**src/rtl/antirrebote.sv**
```systemverilog
// Push-button debouncer: a two-flop synchronizer feeds a four-state qualifier.
// A new level is accepted only after CICLOS consecutive stable samples.
module antirrebote #(
  parameter int unsigned CICLOS = 10000
) (
  input  logic clk,
  input  logic rst,
  input  logic btn,
  output logic nivel,
  output logic pulso_sube,
  output logic pulso_baja
);

  localparam int unsigned     CW       = $clog2(CICLOS + 1);
  localparam logic [CW-1:0]   CNT_ULT  = CW'(CICLOS - 1);
  localparam logic [CW-1:0]   CNT_UNO  = CW'(1);

  typedef enum logic [1:0] {
    ESTABLE_BAJO,
    CONTANDO_SUBIDA,
    ESTABLE_ALTO,
    CONTANDO_BAJADA
  } estado_t;

  logic          sinc0_q, sinc1_q;
  estado_t       estado_q, estado_d;
  logic [CW-1:0] cnt_q, cnt_d;
  logic          nivel_q, nivel_d;
  logic          sube_q, sube_d;
  logic          baja_q, baja_d;

  logic muestra;
  assign muestra = sinc1_q;

  // NOTE: sequential state uses <= only, so every flop samples pre-edge values.
  always_ff @(posedge clk) begin
    if (rst) begin
      sinc0_q  <= 1'b0;
      sinc1_q  <= 1'b0;
      estado_q <= ESTABLE_BAJO;
      cnt_q    <= '0;
      nivel_q  <= 1'b0;
      sube_q   <= 1'b0;
      baja_q   <= 1'b0;
    end else begin
      sinc0_q  <= btn;
      sinc1_q  <= sinc0_q;
      estado_q <= estado_d;
      cnt_q    <= cnt_d;
      nivel_q  <= nivel_d;
      sube_q   <= sube_d;
      baja_q   <= baja_d;
    end
  end

  // NOTE: every output of this block gets a default first, so no latches are inferred.
  always_comb begin
    estado_d = estado_q;
    cnt_d    = cnt_q;
    nivel_d  = nivel_q;
    sube_d   = 1'b0;
    baja_d   = 1'b0;

    unique case (estado_q)
      ESTABLE_BAJO: begin
        if (muestra) begin
          estado_d = CONTANDO_SUBIDA;
          cnt_d    = CNT_UNO;
        end else begin
          cnt_d    = '0;
        end
      end

      CONTANDO_SUBIDA: begin
        if (!muestra) begin
          estado_d = ESTABLE_BAJO;
          cnt_d    = '0;
        end else if (cnt_q >= CNT_ULT) begin
          // Counter never passes CICLOS-1, so it cannot wrap.
          estado_d = ESTABLE_ALTO;
          cnt_d    = '0;
          nivel_d  = 1'b1;
          sube_d   = 1'b1;
        end else begin
          cnt_d    = cnt_q + CNT_UNO;
        end
      end

      ESTABLE_ALTO: begin
        if (!muestra) begin
          estado_d = CONTANDO_BAJADA;
          cnt_d    = CNT_UNO;
        end else begin
          cnt_d    = '0;
        end
      end

      CONTANDO_BAJADA: begin
        if (muestra) begin
          estado_d = ESTABLE_ALTO;
          cnt_d    = '0;
        end else if (cnt_q >= CNT_ULT) begin
          estado_d = ESTABLE_BAJO;
          cnt_d    = '0;
          nivel_d  = 1'b0;
          baja_d   = 1'b1;
        end else begin
          cnt_d    = cnt_q + CNT_UNO;
        end
      end

      default: begin
        estado_d = ESTABLE_BAJO;
        cnt_d    = '0;
      end
    endcase
  end

  assign nivel      = nivel_q;
  assign pulso_sube = sube_q;
  assign pulso_baja = baja_q;

endmodule
```
**config.mk**
```make
export PLATFORM = sky130hd
export DESIGN_NAME = antirrebote
export DESIGN_NICKNAME = d
export VERILOG_FILES = /design/src/rtl/antirrebote.sv
export SDC_FILE = /design/constraint.sdc
export NUM_CORES = 1
export LEC_CHECK = 0
export CELL_PAD_IN_SITES_DETAIL_PLACEMENT = 0
export CELL_PAD_IN_SITES_GLOBAL_PLACEMENT = 1
export CORE_MARGIN = 1.5
export CORE_UTILIZATION = 46
export CTS_CLUSTER_DIAMETER = 120
export DETAILED_ROUTE_END_ITERATION = 8
export PLACE_DENSITY_LB_ADDON = 0.3
export SYNTH_ARGS = -nofsm -noshare
export SYNTH_HDL_FRONTEND = slang
export SYNTH_SLANG_ARGS = --single-unit
```
**constraint.sdc**
```tcl
create_clock -name clk -period 4.04 [get_ports clk]
set_input_delay 0.808 -clock clk [delete_from_list [all_inputs] [get_ports clk]]
set_output_delay 0.808 -clock clk [all_outputs]
set_load 0.01 [all_outputs]
```
==> metrics.log, run 1 <==
[metrics] leakage dissipation: 0.277 nW
[metrics] setup skew after layout: 0.00500 ns
[metrics] cell at the root of the clock tree: sky130_fd_sc_hd__clkbuf_4
[metrics] number of search-and-repair iterations in the first detailed-routing pass: 5
[metrics] Nets: 109
[metrics] FF-to-FF setup slack: 2.29 ns
[metrics] highest net fanout along the worst path: 13
[metrics] Die Y-Extent: 46.9 um
[metrics] level count of the clock H-tree: 1
[metrics] post-synth net total: 100
[metrics] number of resized instances in the post-cts repair step: 0
[metrics] number of ports placed on the die boundary: 6
[metrics] final design utilization: 55.7%
[metrics] average instance area after synthesis: 9.24 um2
[metrics] Final Slew Violations: 0
[metrics] initial cell density of the core: 50.3%
[metrics] drc violations: 0
[metrics] Core Rows: 15
[metrics] number of I/O port buffers: 5
[metrics] final hold slack: 0.451 ns
[metrics] power density normalized to cell area: 324 nW/um2
[metrics] antenna cells: 0
[metrics] drt initial violations: 14
[metrics] Req. time, crit path: 4.30 ns
[metrics] Mapped Area: 887 um2
[metrics] slew margin rel.: 65.6%
[metrics] layout-stage area growth over the synthesis result: 10.9%
[metrics] slowest stage cell on the critical path: sky130_fd_sc_hd__or4b_4
[metrics] maximum clock path buffer count: 2
[metrics] Yosys reg bits: 21
[metrics] antenna violations before repair: 0
[metrics] final period utilization: 52.6%
[metrics] number of global-route vias before repair: 544
[metrics] routability congestion estimate: 0.853
[metrics] Largest stage delay, worst path: 0.60 ns
[metrics] WP data arrival: 2.38 ns
[metrics] final routed wire length divided by cell count: 11.4 um
[metrics] CTS tree: yes
[metrics] Detailed Place HPWL: 1.07 mm
[metrics] antenna violation net count after detailed routing: 0
[metrics] part of the total power dissipated in sequential elements: 66.1%
[metrics] vias post-DR: 655
[metrics] total negative setup slack: 0 ns
[metrics] startpoint kind of the worst setup timing path: input pin
[metrics] Netlist cell types: 27
[metrics] worst slew pin tran: 0.512 ns
[metrics] Crit Path Category: in2reg
[metrics] total CTS buffers: 3
[metrics] endpoints failing hold: 0
[metrics] number of fill cells: 170
[metrics] DR vias/cell: 5.08
[metrics] residual overflow from global routing: 0
[metrics] drt total wl: 1.47 mm
[metrics] Final Setup Violations: 0
[metrics] Total Die Area: 2200 um2
[metrics] fraction of final layout cells sized beyond drive strength 1: 9.62%
[metrics] YS warnings: 0
[metrics] width of the die: 46.9 um
[metrics] Switching Fraction: 20.7%
[metrics] first-pass GRT wire length: 2.35 mm
[metrics] category of the worst setup path capture point: register
[metrics] sequential share of the synthesized area: 47.4%
[metrics] unrepaired setup endpoints after global routing: false
[metrics] Placeable Area: 1760 um2
[metrics] peak supply drop: 189 uV
[metrics] later-pin clock latency in the skew report: 0.30 ns
[metrics] overall fraction of global-route tracks in use: 15.9%
[metrics] cells along the critical path: clkdlybuf4s50_1 > a21oi_1 > or4b_4 > and2b_2
[metrics] share of total power in combinational logic: 2.8%
[metrics] fraction of power consumed by the clock network: 31.1%
[metrics] switching power summed over all nets: 0.0660 mW
[metrics] total chip power: 0.319 mW
[metrics] timing-limited maximum frequency: 470 MHz
[metrics] outcome: completed
[metrics] CTS clock-pin slew for the worst setup and hold paths: 0.11 ns
[metrics] largest net degree at the start of global routing: 14
[metrics] clock net sink count: 21
[metrics] number of standard cells after synthesis: 96
[metrics] post-CTS setup buffers: 0
[metrics] post-layout minimum cycle time: 2.13 ns
[metrics] HP Class: reg2reg
[metrics] count of max-cap constraint violations: 0
[metrics] internal power component: 0.253 mW
[metrics] number of buffers added to fix hold violations after cts: 0
==> kinds of logic after synthesis <==
logic type | count (synthesis) | share of synthesized area, %
buffers and inverters | 7 | 3.81
and+or+nand+nor | 44 | 27.4
AOI/OAI and AO/OA | 12 | 9.17
xor gates and xnor gates | 11 | 10.9
DFF | 21 | 47.4
adders and majority gates | 1 | 1.41
==> routing by layer <==
metal | GRT usage (%) | part of all wire, % | routed length [um]
met4 | 10.0 | 2.7 | 39
met3 | 4.62 | 2.5 | 37
met2 | 20.8 | 43 | 623
met1 | 22.5 | 52 | 765
met5 | 0 | 0 | 0
==> worst max-delay path: cells and delay by family <==
kind / cells / cell delay (ns)
AOI/OAI and AO/OA: 1 / 0.22
and+or+nand+nor: 2 / 0.84
buffers and inverters: 1 / 0.51
==> cell usage after synthesis <==
cell / instances / share of area [%]
sky130_fd_sc_hd__dfxtp_1: 21 / 47
sky130_fd_sc_hd__nor2_1: 13 / 5.5
sky130_fd_sc_hd__xnor2_1: 10 / 9.9
sky130_fd_sc_hd__nand3_1: 7 / 3.9
sky130_fd_sc_hd__inv_1: 6 / 2.5
sky130_fd_sc_hd__nor3_1: 5 / 2.8
sky130_fd_sc_hd__nand2_1: 4 / 1.7
sky130_fd_sc_hd__nor4_1: 3 / 2.1
sky130_fd_sc_hd__a21oi_1: 2 / 1.1
sky130_fd_sc_hd__a31oi_1: 2 / 1.4
sky130_fd_sc_hd__nand2b_1: 2 / 1.4
sky130_fd_sc_hd__nand4_1: 2 / 1.4
sky130_fd_sc_hd__nor2_2: 2 / 1.4
sky130_fd_sc_hd__nor2b_1: 2 / 1.4
sky130_fd_sc_hd__o21a_1: 2 / 1.7
sky130_fd_sc_hd__o21ai_0: 2 / 1.1
sky130_fd_sc_hd__a211o_2: 1 / 1.1
sky130_fd_sc_hd__a21o_1: 1 / 0.85
sky130_fd_sc_hd__a21oi_2: 1 / 0.99
sky130_fd_sc_hd__and2b_2: 1 / 0.99
sky130_fd_sc_hd__and3_1: 1 / 0.71
sky130_fd_sc_hd__buf_6: 1 / 1.3
sky130_fd_sc_hd__ha_1: 1 / 1.4
sky130_fd_sc_hd__nor4_4: 1 / 2.4
sky130_fd_sc_hd__o211ai_1: 1 / 0.85
sky130_fd_sc_hd__or4b_4: 1 / 1.6
sky130_fd_sc_hd__xor2_1: 1 / 0.99
==> layout by cell type (no fill, tap or decap) <==
master / Yosys / layout
sky130_fd_sc_hd__nor2_2: 2 / 2
sky130_fd_sc_hd__a31oi_1: 2 / 2
sky130_fd_sc_hd__nor2_1: 13 / 13
sky130_fd_sc_hd__nand2b_1: 2 / 2
sky130_fd_sc_hd__clkdlybuf4s50_1: 0 / 5
sky130_fd_sc_hd__inv_1: 6 / 6
sky130_fd_sc_hd__clkbuf_4: 0 / 3
sky130_fd_sc_hd__nand2_1: 4 / 4
sky130_fd_sc_hd__nor3_1: 5 / 5
sky130_fd_sc_hd__clkbuf_1: 0 / 1
sky130_fd_sc_hd__o21ai_0: 2 / 2
sky130_fd_sc_hd__nor2b_1: 2 / 2
sky130_fd_sc_hd__a21oi_2: 1 / 1
sky130_fd_sc_hd__a21oi_1: 2 / 2
sky130_fd_sc_hd__nor4_4: 1 / 1
sky130_fd_sc_hd__ha_1: 1 / 1
sky130_fd_sc_hd__and3_1: 1 / 1
sky130_fd_sc_hd__nor4_1: 3 / 3
sky130_fd_sc_hd__a211o_2: 1 / 1
sky130_fd_sc_hd__or4b_4: 1 / 1
sky130_fd_sc_hd__and2b_2: 1 / 1
sky130_fd_sc_hd__nand4_1: 2 / 2
sky130_fd_sc_hd__o21a_1: 2 / 2
sky130_fd_sc_hd__xnor2_1: 10 / 10
sky130_fd_sc_hd__dfxtp_1: 21 / 21
sky130_fd_sc_hd__a21o_1: 1 / 1
sky130_fd_sc_hd__o211ai_1: 1 / 1
sky130_fd_sc_hd__xor2_1: 1 / 1
sky130_fd_sc_hd__nand3_1: 7 / 7
==> final cells by class <==
class | count | area [um2] | share of cell area [%]
clock buffer | 4 | 26.3 | 2.67
inverter | 6 | 22.5 | 2.29
multi-input combinational | 68 | 433 | 44.0
sequential | 21 | 420 | 42.7
tap | 25 | 31.3 | 3.18
timing repair buffer | 5 | 50.0 | 5.09
==> sequential cells by signal, indices dropped and copies added (netlist names), named ones only <==
register    cells
cnt_q          14
estado_q        1
muestra         1
nivel           1
pulso_baja      1
pulso_sube      1
sinc0_q         1
==> power by group through the flow <==
stage	clock network (mW)	registers, mW	logic (mW)
after floorplan	0	0.216	0.00362
after CTS	0.102	0.211	0.00896
after detailed placement	0	0.216	0.00885
after global placement	0	0.216	0.00893
final	0.0993	0.211	0.00886
after global routing	0.112	0.212	0.00966
==> metrics by stage <==
stage / cells / cell area, um2 / setup slack [ns]
final: 129 / 983 / 1.91
after global routing: 129 / 983 / 1.86
after CTS: 129 / 983 / 1.90
after detailed placement: 125 / 957 / 1.59
after global placement: 125 / 957 / 1.62
after floorplan: 96 / 887 / 2.30
==> path summary, 6_finish.rpt <==
kind / endpoint / depth (start not counted) / from
worst max-delay path: cnt_q[4] / 4 / rst
worst min register to register: muestra / 1 / sinc0_q
worst max register to register: cnt_q[4] / 5 / cnt_q[0]
worst min-delay path: muestra / 1 / sinc0_q
(Power assumes the default switching activity.)
==> inputs of run 2 (changes only) <==
CORE_UTILIZATION = 38   (was 46)
clock period = 1.85 ns   (was 4.04 ns; I/O delays follow)
==> metrics.log, run 2 (synthesis results as in run 1) <==
[metrics] layout-stage area growth over the synthesis result: 16.5%
[metrics] antenna cells: 0
[metrics] startpoint kind of the worst setup timing path: register
[metrics] final hold slack: 0.457 ns
[metrics] number of resized instances in the post-cts repair step: 0
[metrics] fraction of final layout cells sized beyond drive strength 1: 15.5%
[metrics] cell at the root of the clock tree: sky130_fd_sc_hd__clkbuf_4
[metrics] final period utilization: 91.1%
[metrics] number of ports placed on the die boundary: 6
[metrics] CTS tree: yes
[metrics] antenna violation net count after detailed routing: 0
[metrics] final routed wire length divided by cell count: 11.5 um
[metrics] Die Y-Extent: 51.3 um
[metrics] vias post-DR: 704
[metrics] post-CTS setup buffers: 0
[metrics] overall fraction of global-route tracks in use: 15.1%
[metrics] timing-limited maximum frequency: 593 MHz
[metrics] number of search-and-repair iterations in the first detailed-routing pass: 4
[metrics] largest net degree at the start of global routing: 13
[metrics] first-pass GRT wire length: 2.99 mm
[metrics] Crit Path Category: reg2reg
[metrics] Largest Register: cnt_q
[metrics] number of global-route vias before repair: 736
[metrics] antenna violations before repair: 0
[metrics] total CTS buffers: 3
[metrics] CTS clock-pin slew for the worst setup and hold paths: 0.12 ns
[metrics] outcome: completed
[metrics] Placeable Area: 2210 um2
[metrics] number of buffers added to fix hold violations after cts: 0
[metrics] HP Class: reg2reg
[metrics] level count of the clock H-tree: 1
[metrics] setup skew after layout: 0.00541 ns
[metrics] clock net sink count: 21
[metrics] Detailed Place HPWL: 1.24 mm
[metrics] endpoints failing hold: 0
[metrics] WP data arrival: 1.93 ns
[metrics] most common library cell in the layout ignoring fill and taps: sky130_fd_sc_hd__dfxtp_1
[metrics] drt initial violations: 14
[metrics] number of I/O port buffers: 5
[metrics] highest net fanout along the worst path: 6
[metrics] Final Slew Violations: 0
[metrics] unrepaired setup endpoints after global routing: false
[metrics] maximum clock path buffer count: 2
[metrics] count of max-cap constraint violations: 0
[metrics] leakage dissipation: 0.308 nW
[metrics] power density normalized to cell area: 677 nW/um2
[metrics] slew margin rel.: 67.8%
[metrics] later-pin clock latency in the skew report: 0.30 ns
[metrics] initial cell density of the core: 40.1%
[metrics] category of the worst setup path capture point: register
[metrics] drt total wl: 1.59 mm
[metrics] Total Die Area: 2630 um2
[metrics] drc violations: 0
[metrics] Core Rows: 17
[metrics] DR vias/cell: 5.10
[metrics] Final Setup Violations: 0
[metrics] worst slew pin tran: 0.479 ns
[metrics] peak supply drop: 362 uV
[metrics] Req. time, crit path: 2.09 ns
[metrics] flip-flop count of the largest register after layout: 14
[metrics] Nets: 115
[metrics] width of the die: 51.3 um
[metrics] total negative setup slack: 0 ns
[metrics] routability congestion estimate: 0.754
[metrics] residual overflow from global routing: 0
[metrics] top library cells by usage in the layout, fill and taps aside: sky130_fd_sc_hd__dfxtp_1, sky130_fd_sc_hd__nor2_1, sky130_fd_sc_hd__xnor2_1
[metrics] post-layout minimum cycle time: 1.69 ns
==> run 2: cell count changes in the layout (fill, tap and decap cells not counted), sizes merged <==
cell	before	now
clkbuf	4	3
clkinv	0	1
buf	0	6
==> run 2: cell type report <==
cell class              count  area, um2
clock buffers               3       22.5
flip-flops and latches     21        420
inverters                   6       22.5
clock inverters             1       5.00
fillers                   232       1180
multi-input cells          68        433
well taps                  28       35.0
repair buffers             11       95.1
==> run 2: report_power, final <==
group	internal [mW]	total, mW	switching, mW
combinational	0.0137	0.0226	0.00890
sequential	0.457	0.461	0.00356
clock	0.0806	0.217	0.136
==> run 2: final timing paths <==
check | endpoint | startpoint | depth (start not counted) | slack [ns]
max | cnt_q[7] | cnt_q[6] | 5 | 0.16
min | muestra | sinc0_q | 1 | 0.46
max reg2reg | cnt_q[7] | cnt_q[6] | 5 | 0.16
min reg2reg | muestra | sinc0_q | 1 | 0.46
==> run 2: per-stage QoR <==
stage	setup slack (ns)	power (mW)	instances	utilization, %	area, um2
2_1_floorplan	0.284	0.479	96	-	887
3_3_place_gp	0.0845	0.493	134	45.5	1010
3_5_place_dp	0.0683	0.494	134	45.5	1010
4_1_cts	0.148	0.714	138	46.7	1030
5_1_grt	0.0501	0.726	138	46.7	1030
6_report	0.164	0.700	138	46.7	1030
==> run 2: routing by layer <==
| layer | wire length, um | GRT usage (%) |
|---|---|---|
| met5 | 0 | 0 |
| met4 | 30 | 7.89 |
| met3 | 25 | 2.63 |
| met2 | 784 | 25.8 |
| met1 | 745 | 18.1 |
==> run 2: critical path, stage by stage (launching register included) <==
cell and delay (ns):
sky130_fd_sc_hd__dfxtp_1 0.39, sky130_fd_sc_hd__nor4_4 0.34, sky130_fd_sc_hd__a21oi_2 0.13, sky130_fd_sc_hd__or4b_4 0.50, sky130_fd_sc_hd__buf_4 0.18, sky130_fd_sc_hd__nor2_1 0.10
